### src/rtl/change_return_sequencer.sv
// change_return_sequencer
//   Returns change as a series of single-coin handshakes to the coin ejector.
//   It picks coins greedily (largest denomination that fits and is in stock),
//   keeps a per-denomination inventory and reports short-change and ejector-jam
//   faults back to the vending FSM.
//
// Ports
//   clock, reset         : rising-edge clock, synchronous active-high reset
//   start, amount        : change request (accepted only while idle)
//   coin_ack             : ejector released the presented coin
//   refill_en/code/count : add coins to one denomination's inventory
//   inv_sel, inv_count   : combinational inventory readback
//   busy, coin_valid,
//   coin_code            : sequencer status and coin presented to ejector
//   done, fault          : one-cycle completion / abort pulses
//   fault_jam            : fault cause (1 = ack timeout, 0 = short change)
//   remaining            : cents still owed
//
// Denomination codes: 1=1c 2=5c 3=10c 4=25c 5=50c 6=100c; 0 and 7 are unused.
module change_return_sequencer #(
  parameter int AMT_W       = 10,
  parameter int INV_W       = 8,
  parameter int ACK_TIMEOUT = 255
) (
  input  logic             clock,
  input  logic             reset,
  input  logic             start,
  input  logic [AMT_W-1:0] amount,
  input  logic             coin_ack,
  input  logic             refill_en,
  input  logic [2:0]       refill_code,
  input  logic [INV_W-1:0] refill_count,
  input  logic [2:0]       inv_sel,
  output logic             busy,
  output logic             coin_valid,
  output logic [2:0]       coin_code,
  output logic             done,
  output logic             fault,
  output logic             fault_jam,
  output logic [AMT_W-1:0] remaining,
  output logic [INV_W-1:0] inv_count
);

  localparam logic [2:0] S_IDLE   = 3'd0;
  localparam logic [2:0] S_SELECT = 3'd1;
  localparam logic [2:0] S_EJECT  = 3'd2;
  localparam logic [2:0] S_DONE   = 3'd3;
  localparam logic [2:0] S_FAULT  = 3'd4;

  // Timer only needs to reach ACK_TIMEOUT-1.
  localparam int              TMR_W    = (ACK_TIMEOUT > 2) ? $clog2(ACK_TIMEOUT) : 1;
  localparam logic [TMR_W-1:0] TMR_LAST = TMR_W'(ACK_TIMEOUT - 1);
  localparam logic [INV_W-1:0] INV_MAX  = '1;

  function automatic logic [AMT_W-1:0] coin_value(input logic [2:0] d);
    case (d)
      3'd1:    return AMT_W'(1);
      3'd2:    return AMT_W'(5);
      3'd3:    return AMT_W'(10);
      3'd4:    return AMT_W'(25);
      3'd5:    return AMT_W'(50);
      3'd6:    return AMT_W'(100);
      default: return '0;
    endcase
  endfunction

  logic [2:0]       state_q, state_d;
  logic [AMT_W-1:0] remaining_q, remaining_d;
  logic [2:0]       coin_code_q, coin_code_d;
  logic [TMR_W-1:0] timer_q, timer_d;
  logic             fault_jam_q, fault_jam_d;
  logic [INV_W-1:0] inv_q [1:6];
  logic [INV_W-1:0] inv_d [1:6];

  logic             ack_take;
  logic [2:0]       pick;
  logic [INV_W:0]   sum;

  assign ack_take = (state_q == S_EJECT) && coin_ack;

  // Greedy choice: ascending scan, so the last qualifying code is the largest.
  always_comb begin
    pick = 3'd0;
    for (int d = 1; d <= 6; d++) begin
      if (inv_q[d] != '0 && coin_value(3'(d)) <= remaining_q) pick = 3'(d);
    end
  end

  // Refill and ack decrement on the same code combine into one saturated result.
  always_comb begin
    sum = '0;
    for (int d = 1; d <= 6; d++) begin
      sum = {1'b0, inv_q[d]};
      if (refill_en && refill_code == 3'(d)) sum = sum + {1'b0, refill_count};
      if (ack_take && coin_code_q == 3'(d))  sum = sum - (INV_W+1)'(1);
      inv_d[d] = (sum > {1'b0, INV_MAX}) ? INV_MAX : sum[INV_W-1:0];
    end
  end

  always_comb begin
    state_d     = state_q;
    remaining_d = remaining_q;
    coin_code_d = coin_code_q;
    timer_d     = timer_q;
    fault_jam_d = fault_jam_q;
    case (state_q)
      S_IDLE: begin
        if (start) begin
          remaining_d = amount;
          fault_jam_d = 1'b0;
          state_d     = S_SELECT;
        end
      end
      S_SELECT: begin
        if (remaining_q == '0) begin
          state_d = S_DONE;
        end else if (pick != 3'd0) begin
          coin_code_d = pick;
          timer_d     = '0;
          state_d     = S_EJECT;
        end else begin
          fault_jam_d = 1'b0;
          state_d     = S_FAULT;
        end
      end
      S_EJECT: begin
        if (coin_ack) begin
          remaining_d = remaining_q - coin_value(coin_code_q);
          state_d     = S_SELECT;
        end else if (timer_q == TMR_LAST) begin
          fault_jam_d = 1'b1;
          state_d     = S_FAULT;
        end else begin
          timer_d = timer_q + TMR_W'(1);
        end
      end
      S_DONE:  state_d = S_IDLE;
      S_FAULT: state_d = S_IDLE;
      default: state_d = S_IDLE;
    endcase
  end

  always_ff @(posedge clock) begin
    if (reset) begin
      state_q     <= S_IDLE;
      remaining_q <= '0;
      coin_code_q <= 3'd0;
      timer_q     <= '0;
      fault_jam_q <= 1'b0;
      for (int d = 1; d <= 6; d++) inv_q[d] <= '0;
    end else begin
      state_q     <= state_d;
      remaining_q <= remaining_d;
      coin_code_q <= coin_code_d;
      timer_q     <= timer_d;
      fault_jam_q <= fault_jam_d;
      for (int d = 1; d <= 6; d++) inv_q[d] <= inv_d[d];
    end
  end

  always_comb begin
    case (inv_sel)
      3'd1:    inv_count = inv_q[1];
      3'd2:    inv_count = inv_q[2];
      3'd3:    inv_count = inv_q[3];
      3'd4:    inv_count = inv_q[4];
      3'd5:    inv_count = inv_q[5];
      3'd6:    inv_count = inv_q[6];
      default: inv_count = '0;
    endcase
  end

  assign busy       = (state_q != S_IDLE);
  assign coin_valid = (state_q == S_EJECT);
  assign done       = (state_q == S_DONE);
  assign fault      = (state_q == S_FAULT);
  assign fault_jam  = fault_jam_q;
  assign coin_code  = coin_code_q;
  assign remaining  = remaining_q;

endmodule

### config.mk
export PLATFORM = sky130hd
export DESIGN_NAME = change_return_sequencer
export DESIGN_NICKNAME = d
export VERILOG_FILES = /design/src/rtl/change_return_sequencer.sv
export SDC_FILE = /design/constraint.sdc
export NUM_CORES = 1
export LEC_CHECK = 0
export CORE_ASPECT_RATIO = 1.5
export CORE_MARGIN = 3
export CORE_UTILIZATION = 40
export DETAILED_ROUTE_END_ITERATION = 12
export SLEW_MARGIN = 20
export SYNTH_ARGS = -nofsm -noshare
export SYNTH_HDL_FRONTEND = slang
export SYNTH_SLANG_ARGS = --single-unit
export TNS_END_PERCENT = 1
### constraint.sdc
create_clock -name clock -period 3.8 [get_ports clock]
set_input_delay 0.57 -clock clock [delete_from_list [all_inputs] [get_ports clock]]
set_output_delay 0.57 -clock clock [all_outputs]
set_load 0.005 [all_outputs]
---- Word-level counts from Yosys, hierarchy flattened ----
Memory sizes are Yosys's and may differ from the RTL's.
Cells that the tools add are included.
operators by class
  $add $sub $neg .......................... 14
  multipliers ............................. 0
  div/mod/pow operators ................... 0
  order comparisons ....................... 12
  equal/unequal tests ..................... 32
  shifts and indexed selects .............. 0
  muxes and demuxes ....................... 57
  bitwise operators ....................... 7
  reductions and logical operators ........ 37
operators by type and width
  kind                                                             count
  2-to-1 mux 8 bit                                                 16
  2-to-1 mux 9 bit                                                 12
  adder 8 x 8 -> 9 bit                                             6
  greater-than comparator 9 x 8 -> 1 bit (second input constant)   6
  subtractor 9 x 1 -> 9 bit (second input constant)                6
  one-hot mux 8 bit (6 select lines)                               1
  nonzero test 8 bit                                               6
  one-hot mux 7 bit (6 select lines)                               1
  2-to-1 mux 10 bit                                                4
  == test 3 bit (second input constant)                            10
  2-to-1 mux 3 bit                                                 10
  == test 3 x 2 -> 1 bit (second input constant)                   8
  one-hot mux 10 bit (2 select lines)                              1
  logical AND 1 bit                                                19
  one-hot mux 8 bit (2 select lines)                               1
  != test 2 bit (second input constant)                            7
  == test 3 x 1 -> 1 bit (second input constant)                   4
  less-or-equal comparator 1 x 10 -> 1 bit (first input constant)  1
  less-or-equal comparator 3 x 10 -> 1 bit (first input constant)  1
  less-or-equal comparator 4 x 10 -> 1 bit (first input constant)  1
  less-or-equal comparator 5 x 10 -> 1 bit (first input constant)  1
  less-or-equal comparator 6 x 10 -> 1 bit (first input constant)  1
  less-or-equal comparator 7 x 10 -> 1 bit (first input constant)  1
  zero test 10 bit                                                 1
  17 further kinds                                                 34
storage, ports and cells
  register bits ........................... 25
  latch bits .............................. 0
  memory bits (writable) .................. 48
  ROM bits ................................ 0
  input port bits ......................... 29
  output and inout bits ................... 26
  logic and storage cells ................. 165
  memories kept ........................... 1
memories
  name   depth  width  rd ports  clocked after memory_dff  wr ports  RTL line  RTL
  inv_q  6      8      6         0                         6         72        logic [INV_W-1:0] inv_q [1:6];

---- Logic depth before layout (Yosys ltp) ----
Gate-level depths: netlist (run 1).
An unclocked memory read counts as a cell.
  depth in word-level cells ............... 13
  mapped depth ............................ 12
  mapped depth without buffers ............ 11

---- Worst setup path before layout (run 1) ----
No wires, ideal clock.
  path type ............................... input port to flip-flop
  from .................................... input refill_count[0]
  to ...................................... register inv_q[0][31] (netlist name)
  data arrival time ....................... 2867 ps
  setup slack ............................. 817 ps
  cell stages on the path ................. 9
  path buffers ............................ 0
  cells stage by stage .................... ha_1 fa_1 a211oi_1 nor2_1 o31ai_1 nor3_1 or4_1 a21o_1 o211a_1
RTL lines
  what         RTL line  RTL
  from (decl)  32        input logic [INV_W-1:0] refill_count,

==> flow_summary.yaml, run 1 <==
run_status:
  run_status: "complete, no violations"
global_routing:
  grt_max_degree: 41
  grt_pass1_vias: 7575
  grt_pass1_wl_mm: 38.1
  globalRouteOverflowTotal: 0
  grt_usage_pct: 22.2
  antenna_found_initial: 0
timing:
  fin_ws_ns: 0.292
  finalHoldViolCount: 0
  period_share_pct: 92.3
  relSlewSlack_pct: 39.3
  period_minus_slack_ns: 3.51
  fin_skew_ns: 0.00757
  rsz0062_at_grt: "no"
  worstMarginPinSlew_ns: 0.911
  slew_violations: 0
  max_freq_mhz: 285
  finalSetupViolations: 0
setup_path:
  critical_path.top_delay_family: "compound AO/OA/AOI/OAI gates"
  crit_chain: "clkdlybuf4s50_1 -> ha_1 -> fa_1 -> a211oi_1 -> o21bai_1 -> a221oi_1 -> o2111ai_1 -> or4b_1 -> o211ai_1 -> a21oi_1"
  startpoint_type: "input port"
  arrival_ns: 3.72
  critical_path.max_fanout: 4
  path_buf_inv: 1
  crit_path_max_incr_delay_ns: 0.54
  critPathCaptureType: "flop"
  crit_required_ns: 4.01
  criticalPathCategory: "input port to flop"
  slowest_stage: "clkdlybuf4s50_1"
die:
  die_w_um: 120
  core_um2: 18900
  start_util_pct: 41.3
  dieArea_um2: 21200
  io_pins: 55
  rows: 61
  die_height_um: 177
hold_path:
  hold_path_class: "flop to flop"
clock_tree:
  clk_pin_slew_ns: 0.07
  cts.sinks: 73
  cts_resized: 0
  cts_root_buf: "clkbuf_16"
  clk_latency_ns: 0.35
  cts_buffer_depth: 2
  post_cts_buffers: 0
  cts_hold_buffers: 0
  htreeDepth: 3
  cts_tree: "built"
  cts_made_buffers: 9
detailed_routing:
  drt_pass1_iterations: 5
  wl_per_cell_um: 18.0
  detail_route.iter0.violations: 530
  route.final.wire_length_mm: 23.5
  drc: 0
  ant_nets: 0
  routed_via_density: 5.92
  num_vias: 7729
synth:
  synth-edff-count: 0
  synth_top_cells_by_area: "dfxtp_1 19%, ha_1 10%, a21oi_1 5.0%"
  synth_fp_nets: 1070
  async_reset_ff_share_pct: 0
  ys_ff_latch: 73
  synth-main-ff-cell: "dfxtp_1"
  yosysWarningCount: 0
  netlist_instances: 971
  synth-seq-area-share_pct: 18.8
  netlist.area_leader.share_pct: 18.8
  yosys.area.top_type: "dfxtp_1"
  synth_cell_types: 95
  synth.avg_cell_area_um2: 8.01
  synth.most_common_cell: "nor2_1"
  synth_area_um2: 7780
  netlist_top_cells_count: "86 x nor2_1, 77 x a21oi_1, 73 x dfxtp_1"
layout:
  fillCellCount: 1938
  multi_input_area_um2: 6030
  layout-drive-gt1-share_pct: 10.8
  ff_latch_area_um2: 1460
  diodes: 0
  syn_to_final_growth_pct: 17.1
  fin_nets: 1148
pwr:
  peakVddDrop_v: 0.000341
  power_density_nw_per_um2: 365
  power.total_mw: 3.33
  p_leak_nw: 3.59
placement:
  dp_hpwl_mm: 18.3
  gp_congestion: 0.863
  portBuffers: 54
  post-place-ws_ns: -0.0622
job:
  maxCapViolations: 0
## final cells by class
type	count	area share [%]
clock buffer	9	2.47
clock inverter	7	0.604
inverter	23	0.947
multi-input combinational	836	66.2
sequential	73	16.0
tap	252	3.46
timing repair buffer	106	10.3
## where the power goes
group / internal [mW] / switching, mW
Clock: 0.448 / 0.377
Combinational: 0.659 / 0.813
Sequential: 0.850 / 0.178
Total: 1.96 / 1.37
## per-layer routing
layer,vias up,share of wire (%),GRT usage [%]
met2,161,50,41.3
met5,-,0,0
met4,0,4.0,9.60
met1,3636,42,25.3
li1,3886,-,-
met3,46,3.7,2.88
## per-stage QoR
step	utilization, %	instances	TNS (ns)	hold slack [ns]	area (um2)
detailed placement	46.9	1290	-0.235	0.501	8830
finish	48.3	1306	0	0.512	9110
floorplan	-	971	0	0.472	7780
global route	48.3	1306	0	0.555	9110
global placement	46.9	1290	0	0.488	8830
CTS	48.3	1306	0	0.517	9110
## flip-flops by register name, summed over array words and instances, names as in the netlist
register,flops
coin_code,3
fault_jam,1
inv_q,48
remaining,10
state_q,3
timer_q,8
## cell families (layout without fill, tap and decap cells)
group	count (synthesis)	after routing	synth area share, %
buffers and inverters	62	145	3.71
AND/OR/NAND/NOR	356	356	25.9
multiplexers	48	48	6.53
flip-flops	73	73	18.8
adder cells (fa/ha/maj)	70	70	11.9
XOR/XNOR	51	51	5.74
AO/OA/AOI/OAI	311	311	27.4
## path summary, 6_finish.rpt
path	start	endpoint	slack [ns]	depth (start not counted)
setup reg to reg	inv_q[0][8]	inv_q[0][13]	0.81	9
hold reg to reg	timer_q[5]	timer_q[5]	0.51	2
hold / removal	timer_q[5]	timer_q[5]	0.51	2
setup / recovery	refill_count[0]	inv_q[0][13]	0.29	10
## cell usage in the layout, fill, tap and decap left out, types with 6 or more instances in the layout
master,n
nor2_1,86
a21oi_1,77
dfxtp_1,73
ha_1,63
nand2_1,61
clkdlybuf4s50_1,53
buf_4,51
o21ai_0,49
nor3_1,36
mux2i_1,35
a211oi_1,30
nand3_1,29
xor2_1,28
xnor2_1,23
inv_1,22
nor2b_1,20
o31ai_1,18
o21a_1,15
a31oi_1,13
mux2_2,12
and2_1,11
a21o_1,11
or3_1,11
nor4_1,11
nor3b_1,10
nand4_1,10
a221oi_1,9
nand2b_1,9
clkbuf_16,9
nand3b_1,7
a211o_1,7
fa_1,7
o22ai_1,6
a2111oi_0,6
## tightest hold or removal path, stage by stage, from the launching register on
cell	delay, ns
dfxtp_1	0.34
xor2_1	0.07
nor2_1	0.07
Note: power is estimated with default switching activity, not from simulation.
==> run 2, diff against run 1 <==
Settings changed: MAX_ROUTING_LAYER set to met4, SKIP_CTS_REPAIR_TIMING set to 1.
==> run 2 against run 1 <==
Setup slack got worse by 0.0039 ns. Sequential cell count unchanged. Worst hold slack barely moved. Via count grew 0.43%. Global-route usage increased by 0.64 points. Sequential share of layout area stayed put. First-iteration DRC count up 0.57%. Total power about the same. Register-to-register slack is essentially flat. Combinational power is essentially flat. Final area stayed put. Critical path type unchanged. Critical endpoint is now inv_q[0][8]. Highest routed layer unchanged.
==> flow_summary.yaml, run 2 (synthesis results as in run 1) <==
run_status:
  run_status: "complete, no violations"
pwr:
  power_frac_comb_pct: 44.3
  swShare_pct: 41.1
  power.total_mw: 3.33
  peakVddDrop_v: 0.000341
  p_clk_share_pct: 24.8
  p_sw_mw: 1.37
  power_density_nw_per_um2: 365
  p_int_mw: 1.96
  seq_power_share_pct: 30.9
  p_leak_nw: 3.59
global_routing:
  grt_use_met2_pct: 41.3
  grt_max_degree: 41
  use_met3_pct: 2.85
  grt_usage_pct: 22.9
  met1_usage_pct: 25.3
  busiest_layer: "met2"
  globalRouteOverflowTotal: 0
  grt_pass1_wl_mm: 38.1
  grt_pass1_vias: 7568
  antenna_found_initial: 0
timing:
  slew_violations: 0
  period_minus_slack_ns: 3.51
  max_freq_mhz: 285
  rsz0062_at_grt: "no"
  finalSetupViolations: 0
  whs_ns: 0.512
  period_share_pct: 92.4
  fin_skew_ns: 0.00775
  finalHoldViolCount: 0
  relSlewSlack_pct: 37.0
  worstMarginPinSlew_ns: 0.945
setup_path:
  arrival_ns: 3.72
  critPathCaptureType: "flop"
  startpoint_type: "input port"
  criticalPathCategory: "input port to flop"
  regToRegSetupSlack_ns: 0.81
  critical_path.max_fanout: 4
  crit_required_ns: 4.01
die:
  die_w_um: 120
  die_height_um: 177
  dieArea_um2: 21200
  core_um2: 18900
  rows: 61
  io_pins: 55
  start_util_pct: 41.3
detailed_routing:
  detail_route.iter0.violations: 533
  wl_per_cell_um: 18.0
  drt_pass1_iterations: 5
  routed_via_density: 5.94
  num_vias: 7762
  route.final.wire_length_mm: 23.5
  drc: 0
  ant_nets: 0
clock_tree:
  cts.sinks: 73
  cts_made_buffers: 9
  cts_buffer_depth: 2
  cts_root_buf: "clkbuf_16"
  clk_latency_ns: 0.34
  cts_tree: "built"
  clk_pin_slew_ns: 0.06
  htreeDepth: 3
placement:
  gp_congestion: 0.877
  portBuffers: 54
  dp_hpwl_mm: 18.3
job:
  maxCapViolations: 0
layout:
  largest_reg_flops: 48
  layout.cells.most_common: "nor2_1"
  diodes: 0
  fin_nets: 1148
  syn_to_final_growth_pct: 17.1
  fillCellCount: 1938
  mostFrequentLayoutCells: "86 x nor2_1, 77 x a21oi_1, 73 x dfxtp_1"
  top_register: "inv_q"
  layout-drive-gt1-share_pct: 10.8
hold_path:
  hold_path_class: "flop to flop"
run 2: worst max-delay path: stages:
cell	delay [ns]
clkdlybuf4s50_1	0.54
ha_1	0.30
fa_1	0.43
a211oi_1	0.41
o21bai_1	0.16
a221oi_1	0.31
o2111ai_1	0.17
or4b_1	0.50
o211ai_1	0.21
a21oi_1	0.11
run 2: final timing paths:
| kind | start | end | cells after the start |
|---|---|---|---|
| min | timer_q[5] | timer_q[5] | 2 |
| min reg2reg | timer_q[5] | timer_q[5] | 2 |
| max reg2reg | inv_q[0][8] | inv_q[0][8] | 9 |
| max | refill_count[0] | inv_q[0][8] | 10 |
run 2: through the flow:
| stage | setup slack, ns | instances | TNS (ns) | utilization, % | instance area [um2] |
|---|---|---|---|---|---|
| floorplan | 0.817 | 971 | 0 | - | 7780 |
| global placement | 0.0145 | 1290 | 0 | 46.9 | 8830 |
| detailed placement | -0.0622 | 1290 | -0.235 | 46.9 | 8830 |
| CTS | 0.291 | 1306 | 0 | 48.3 | 9110 |
| global route | 0.0548 | 1306 | 0 | 48.3 | 9110 |
| finish | 0.288 | 1306 | 0 | 48.3 | 9110 |
run 2: layout make-up:
class / count / area [um2] / share of cell area [%]
Inverter: 23 / 86.3 / 0.947
Clock inverter: 7 / 55.1 / 0.604
Multi-Input combinational cell: 836 / 6030 / 66.2
Tap cell: 252 / 315 / 3.46
Sequential cell: 73 / 1460 / 16.0
Clock buffer: 9 / 225 / 2.47
Timing Repair Buffer: 106 / 938 / 10.3
run 2: metal layers:
metal	wire (um)	part of all wire [%]	up-vias
met5	0	0	-
met4	907	3.9	0
met3	870	3.7	45
met2	11900	50	173
met1	9850	42	3653
li1	-	-	3891
run 2: power by group through the flow:
stage / clock [mW] / sequential, mW / combinational, mW
global placement: 0 / 1.04 / 1.46
CTS: 0.848 / 1.03 / 1.48
finish: 0.823 / 1.03 / 1.47
global route: 0.875 / 1.05 / 1.65
detailed placement: 0 / 1.04 / 1.47
floorplan: 0 / 0.961 / 1.05
==> run 3, diff against run 2 <==
Settings changed: CAP_MARGIN set to 5.
==> results of run 3 <==
Same layout as run 2: the final DEF is identical, and so are final timing and power.
